`config.mk`:
```
export PLATFORM = sky130hd
export DESIGN_NAME = pc_fetch_unit
export DESIGN_NICKNAME = d
export VERILOG_FILES = /design/src/rtl/pc_fetch_unit_pkg.sv /design/src/rtl/pc_fetch_unit_next_sel.sv /design/src/rtl/pc_fetch_unit.sv
export SDC_FILE = /design/constraint.sdc
export NUM_CORES = 1
export LEC_CHECK = 0
export ABC_CLOCK_PERIOD_IN_PS = 1900
export CAP_MARGIN = 20
export CELL_PAD_IN_SITES_DETAIL_PLACEMENT = 2
export CELL_PAD_IN_SITES_GLOBAL_PLACEMENT = 2
export CORE_UTILIZATION = 17
export CTS_BUF_LIST = sky130_fd_sc_hd__clkbuf_16
export CTS_CLUSTER_SIZE = 16
export DETAILED_ROUTE_END_ITERATION = 7
export PLACE_DENSITY_LB_ADDON = 0.1
export SYNTH_ARGS = -nofsm -noshare
export SYNTH_HDL_FRONTEND = slang
export SYNTH_SLANG_ARGS = --single-unit
```
`constraint.sdc`:
```
create_clock -name clk -period 1.9 [get_ports clk]
set_input_delay 0.38 -clock clk [delete_from_list [all_inputs] [get_ports clk]]
set_output_delay 0.38 -clock clk [all_outputs]
set_load 0.05 [all_outputs]
```
`src/rtl/pc_fetch_unit_pkg.sv`:
```
// Shared fetch-stage types and constants.
// Word type, PC step, NOP and address helpers.
package pc_fetch_unit_pkg;

  typedef logic [31:0] word_t;

  localparam word_t PC_INC     = 32'd4;
  localparam word_t NOP_INSTR  = 32'h0000_0000;
  localparam word_t ALIGN_MASK = 32'hFFFF_FFFC;

  // Byte address reduced into a power-of-two memory window.
  function automatic word_t wrap_addr(
    input word_t addr,
    input word_t mask
  );
    return addr & mask;
  endfunction

endpackage

```
`src/rtl/pc_fetch_unit_next_sel.sv`:
```
// Redirect priority, target alignment and
// address wrap for the fetch unit.
module pc_next_sel
  import pc_fetch_unit_pkg::*;
#(
  parameter int unsigned IMEM_BYTES = 256
) (
  input  logic  branch_taken_i,
  input  word_t branch_target_i,
  input  logic  jump_i,
  input  word_t jump_target_i,
  input  word_t pc_i,
  input  word_t fetch_pc_i,
  output logic  redirect_o,
  output logic  misalign_o,
  output word_t target_o,
  output word_t target_plus4_o,
  output word_t pc_plus4_o,
  output word_t fetch_pc_plus4_o
);

  localparam word_t WIN_MASK = word_t'(IMEM_BYTES - 1);

  word_t raw_target;

  // Branch is older than the jump, so it wins a tie.
  always_comb begin
    raw_target = jump_target_i;
    if (branch_taken_i) raw_target = branch_target_i;
  end

  assign redirect_o = branch_taken_i | jump_i;
  assign misalign_o = redirect_o & (raw_target[1:0] != 2'b00);

  assign target_o = wrap_addr(raw_target & ALIGN_MASK, WIN_MASK);
  assign target_plus4_o = wrap_addr(target_o + PC_INC, WIN_MASK);
  assign pc_plus4_o = wrap_addr(pc_i + PC_INC, WIN_MASK);
  assign fetch_pc_plus4_o = wrap_addr(fetch_pc_i + PC_INC, WIN_MASK);

endmodule

```
`src/rtl/pc_fetch_unit.sv`:
```
// Instruction fetch stage: PC sequencing,
// redirects, stall hold and decode handoff.
module pc_fetch_unit
  import pc_fetch_unit_pkg::*;
#(
  parameter word_t       RESET_PC   = 32'h0000_0000,
  parameter int unsigned IMEM_BYTES = 256
) (
  input  logic        clk,
  input  logic        rst_n,
  input  logic        stall_i,
  input  logic        branch_taken_i,
  input  logic [31:0] branch_target_i,
  input  logic        jump_i,
  input  logic [31:0] jump_target_i,
  output logic [31:0] imem_addr_o,
  input  logic [31:0] imem_instr_i,
  output logic [31:0] id_instr_o,
  output logic [31:0] id_pc_o,
  output logic [31:0] id_pc_plus4_o,
  output logic        id_valid_o,
  output logic        misalign_err_o,
  output logic [31:0] fetch_count_o
);

  word_t pc_q, pc_d;
  word_t fetch_pc_q, fetch_pc_d;
  logic  fetch_valid_q, fetch_valid_d;
  logic  misalign_q, misalign_d;
  word_t count_q, count_d;

  logic  redirect;
  logic  misalign;
  word_t target;
  word_t target_plus4;
  word_t pc_plus4;
  word_t fetch_pc_plus4;

  pc_next_sel #(
    .IMEM_BYTES (IMEM_BYTES)
  ) u_next_sel (
    .branch_taken_i   (branch_taken_i),
    .branch_target_i  (branch_target_i),
    .jump_i           (jump_i),
    .jump_target_i    (jump_target_i),
    .pc_i             (pc_q),
    .fetch_pc_i       (fetch_pc_q),
    .redirect_o       (redirect),
    .misalign_o       (misalign),
    .target_o         (target),
    .target_plus4_o   (target_plus4),
    .pc_plus4_o       (pc_plus4),
    .fetch_pc_plus4_o (fetch_pc_plus4)
  );

  // Address to memory; a stall re-reads the in-flight word.
  always_comb begin
    imem_addr_o = pc_q;
    if (redirect)     imem_addr_o = target;
    else if (stall_i) imem_addr_o = fetch_pc_q;
    imem_addr_o[1:0] = 2'b00;
  end

  assign id_instr_o    = imem_instr_i;
  assign id_pc_o       = fetch_pc_q;
  assign id_pc_plus4_o = fetch_pc_plus4;
  assign id_valid_o    = fetch_valid_q & ~redirect;

  // Next fetch state: redirect beats stall beats sequential.
  always_comb begin
    pc_d          = pc_q;
    fetch_pc_d    = fetch_pc_q;
    fetch_valid_d = fetch_valid_q;
    if (redirect) begin
      pc_d          = target_plus4;
      fetch_pc_d    = target;
      fetch_valid_d = 1'b1;
    end else if (!stall_i) begin
      pc_d          = pc_plus4;
      fetch_pc_d    = pc_q;
      fetch_valid_d = 1'b1;
    end
  end

  // Sticky misalign flag and saturating accept counter.
  always_comb begin
    misalign_d = misalign_q | misalign;
    count_d    = count_q;
    if (id_valid_o && !stall_i && count_q != 32'hFFFF_FFFF)
      count_d = count_q + 32'd1;
  end

  // Fetch state registers.
  always_ff @(posedge clk or negedge rst_n) begin
    if (!rst_n) begin
      pc_q          <= RESET_PC;
      fetch_pc_q    <= RESET_PC;
      fetch_valid_q <= 1'b0;
    end else begin
      pc_q          <= pc_d;
      fetch_pc_q    <= fetch_pc_d;
      fetch_valid_q <= fetch_valid_d;
    end
  end

  // Status registers.
  always_ff @(posedge clk or negedge rst_n) begin
    if (!rst_n) begin
      misalign_q <= 1'b0;
      count_q    <= '0;
    end else begin
      misalign_q <= misalign_d;
      count_q    <= count_d;
    end
  end

  assign misalign_err_o = misalign_q;
  assign fetch_count_o  = count_q;

endmodule
```
==> results.md <==
- Comb pwr share: 26.3%
- Distinct cells, synth: 42
- Met1 wire length: 5460 um
- Number of register bits inferred by synthesis: 70
- Die W: 150 um
- Unrepaired setup endpoints after global routing: yes
- Post-synthesis xor/xnor area fraction: 8.45%
- Layout cells sized above 1: 53.1%
- Crit path cell chain: buf_6 > buf_6 > nor3b_4 > buf_6 > buf_6 > buf_16 > and2_4 > buf_12
- Synth Area in Adders: 1.01%
- Num CTS Buffers: 9
- CTS sink count: 70
- Number of remaining DRC errors: 0
- Largest family of logic cells by synthesized area: simple AND/OR/NAND/NOR gates
- Vias in the first global route: 3527
- PwrDens: 766 nW/um2
- Core Region: 21300 um2
- Crit end category: output port
- Worst hold path type: reg -> reg
- Cell Area, Placed: 5820 um2
- Placement row count: 53
- Worst vdd ir: 380 uV
- Mux cell area share after synthesis: 3.86%
- Max-cap viol count: 0
- Iter 0 DRT Violations: 48
- Seq/Total Area, Yosys: 46.9%
- Slew margin rel.: 65.3%
- First-pass GRT wire length: 20500 um
- Crit path kind: in -> out
- Int Pwr: 3380 uW
- Max Clock Skew: 0.00586 ns
- Sw Pwr: 1650 uW
- Clock power share: 39.7%
- Leak: 0.00316 uW
- Crit path buf inv count: 6
- Critical Path Start Type: input pin
- Crit-path max cell delay: 0.22 ns
- Final GP Congestion: 0.716
- Antenna Nets Post-Route: 0
- Clock Tree Buf Depth: 2
- Largest net degree at the start of global routing: 32
- Max Slew Vio Count: 0
- Post-synth EDFFs: 0
- Post-DR wirelength/cell: 16.4 um
- # diodes: 0
- Top delay family on crit path: buffers and inverters
- Dpl hpwl: 9600 um
- CTS tree: done
- Top sig layer: met4
- Final min period: 1.85 ns
- PortBufs: 120
- Initial Util: 17.5%
- Clock transition at path regs: 0.06 ns
- Simple-gate share of the synthesized area: 20.2%
- GRT Resource Usage Total: 12.2%
- Gate Count Post-Synth: 363
- Pre-antenna DRT Iters: 4
- Final setup fails: 0
- Req. time, crit path: 1.52 ns
- Slew @ Worst Pin: 0.522 ns
- Flop pwr share: 34.0%
- CP Max Fanout: 6
- Period Utilization, post-route: 97.1%
- Met2 WL post-DR: 6700 um
- Critical path's slowest cell: nor3b_4
- Max Fclk: 0.542 GHz
- Async SR Flop Fraction: 100%
- Layout Cell Area excl Fill: 6570 um2
- Synth warnings: 0
- Syn_area_per_cell: 10.3 um2
- Total Wirelength: 13300 um
- Remaining global-route overflow: 0
- Worst path arrival time: 1.47 ns
- Setup ws final: 0.0547 ns
- Clock Latency Late Sink: 0.34 ns
- Die Height: 150 um
- Place WS: -0.544 ns
- H-tree depth: 3
- Worst R2R Setup Slack: 0.07 ns
- Met3 Wirelength: 924 um
- Layout area overhead: 76.0%
- Fin. Hold Viols: 0
- Final #Nets: 634
- Most used DFF post-synth: dfrtp_1
- Sw Share: 32.8%
- Clk root buf: clkbuf_16
- Die area: 22600 um2
- Post-synthesis compound-gate area fraction: 4.63%
- CP dominant cell by count: buf_6
- Initial antenna violation count: 0
- Vias: 3197
- Vias per inst: 3.95
- Run status: finished clean
- Netlist Area Pre-Place: 3730 um2
- I/O pin total: 263
## cell families after synthesis
group / after synthesis
DFF: 70
buffers and inverters: 80
xor gates and xnor gates: 36
AOI/OAI and AO/OA: 30
other: 1
and+or+nand+nor: 129
muxes: 14
adders and majority gates: 3
## metal layers
metal	GRT usage (%)	vias to the layer above
met4	4.04	0
met1	14.4	1601
met2	20.5	111
met5	0	-
li1	-	1471
met3	4.39	14
## sequential cells by signal, summed over array words and instances, names as in the netlist
register	count
fetch_count_o	32
fetch_valid_q	1
id_pc_o	30
misalign_err_o	1
pc_q	6
## final timing paths
kind	startpoint	end	cells after the start
setup / recovery	jump_i	imem_addr_o[12]	8
hold / removal	fetch_count_o[27]	fetch_count_o[27]	1
setup reg to reg	fetch_count_o[14]	fetch_count_o[1]	6
hold reg to reg	fetch_count_o[27]	fetch_count_o[27]	1
max in group asynchronous	rst_n	id_pc_o[2]	3
min in group asynchronous	rst_n	fetch_count_o[15]	2
## worst reg2reg max path, stage by stage, from the launching register on
cell,delay (ns)
dfrtp_2,0.40
nand4_1,0.17
nor3_1,0.33
and4_2,0.33
buf_4,0.18
nor2_4,0.04
mux2_2,0.27
## synth_stat cells, types with 2 or more instances
cell type	n	share of area [%]
dfrtp_1	70	47
buf_4	62	12
xor2_1	26	6.1
and2_1	25	4.2
nand3_1	19	2.5
nand2_1	17	1.7
nor3_1	15	2.0
o21ai_0	13	1.7
nor2_1	12	1.2
mux2i_1	11	3.0
xnor2_1	10	2.3
nand4_1	9	1.5
a21oi_1	8	1.1
clkbuf_1	8	0.80
and3_1	7	1.2
nor4_1	5	0.84
buf_2	4	0.54
inv_1	4	0.40
and4_1	3	0.70
ha_1	3	1.0
mux2_2	3	0.91
nor3b_1	3	0.60
o21a_1	3	0.60
a31oi_1	2	0.34
buf_6	2	0.60
nand2b_1	2	0.34
nor2b_1	2	0.34
## metrics by stage
stage | utilization, % | cells | power (uW) | hold slack, ns | TNS, ns
finish | 30.9 | 810 | 5030 | 0.486 | 0
global route | 30.9 | 810 | 5250 | 0.511 | -0.128
CTS | 30.4 | 806 | 5110 | 0.494 | -0.163
detailed placement | 27.3 | 769 | 2980 | 0.379 | -26.03
global placement | 27.3 | 769 | 2960 | 0.371 | -26.56
floorplan | - | 392 | 2670 | 0.0844 | -0.635
## power groups by stage
stage | clock [uW] | sequential [uW] | combinational, uW
floorplan | 0 | 1930 | 742
global placement | 0 | 1740 | 1220
detailed placement | 0 | 1740 | 1240
CTS | 2080 | 1720 | 1310
global route | 2120 | 1730 | 1410
finish | 1990 | 1710 | 1320
## cells in the final DEF (no fill, tap or decap), types with 4 or more instances in the layout
cell / instances
buf_4: 118
dfrtp_1: 45
buf_12: 40
conb_1: 30
dfrtp_2: 25
and2_4: 24
xor2_1: 24
nand3_1: 17
nand2_1: 16
clkdlybuf4s50_1: 16
dlygate4sd2_1: 13
mux2i_1: 11
nor2_1: 10
nand4_1: 9
nor3_2: 9
clkbuf_16: 9
buf_6: 9
xnor2_1: 8
o21ai_2: 6
o21ai_0: 6
nor3_1: 6
a21oi_1: 5
nor4_4: 5
inv_1: 4
and3_1: 4
## repair_timing
| item | CTS | global route |
|---|---|---|
| pin swaps | 22 | 6 |
| hold buffers | 1 | 0 |
| cloned | 3 | 0 |
| gates resized for setup | 74 | 21 |
| setup endpoints to repair | 67 | 34 |
| buffers inserted | 17 | 6 |
| hold endpoints to repair | 3 | 0 |
## layout make-up
class / count / area [um2]
fillers: 2291 / 14700
repair buffers: 203 / 2190
multi-input cells: 242 / 1900
flip-flops and latches: 70 / 1780
well taps: 275 / 344
clock buffers: 9 / 225
clock inverters: 7 / 113
inverters: 4 / 15.0
(Power assumes the default switching activity.)
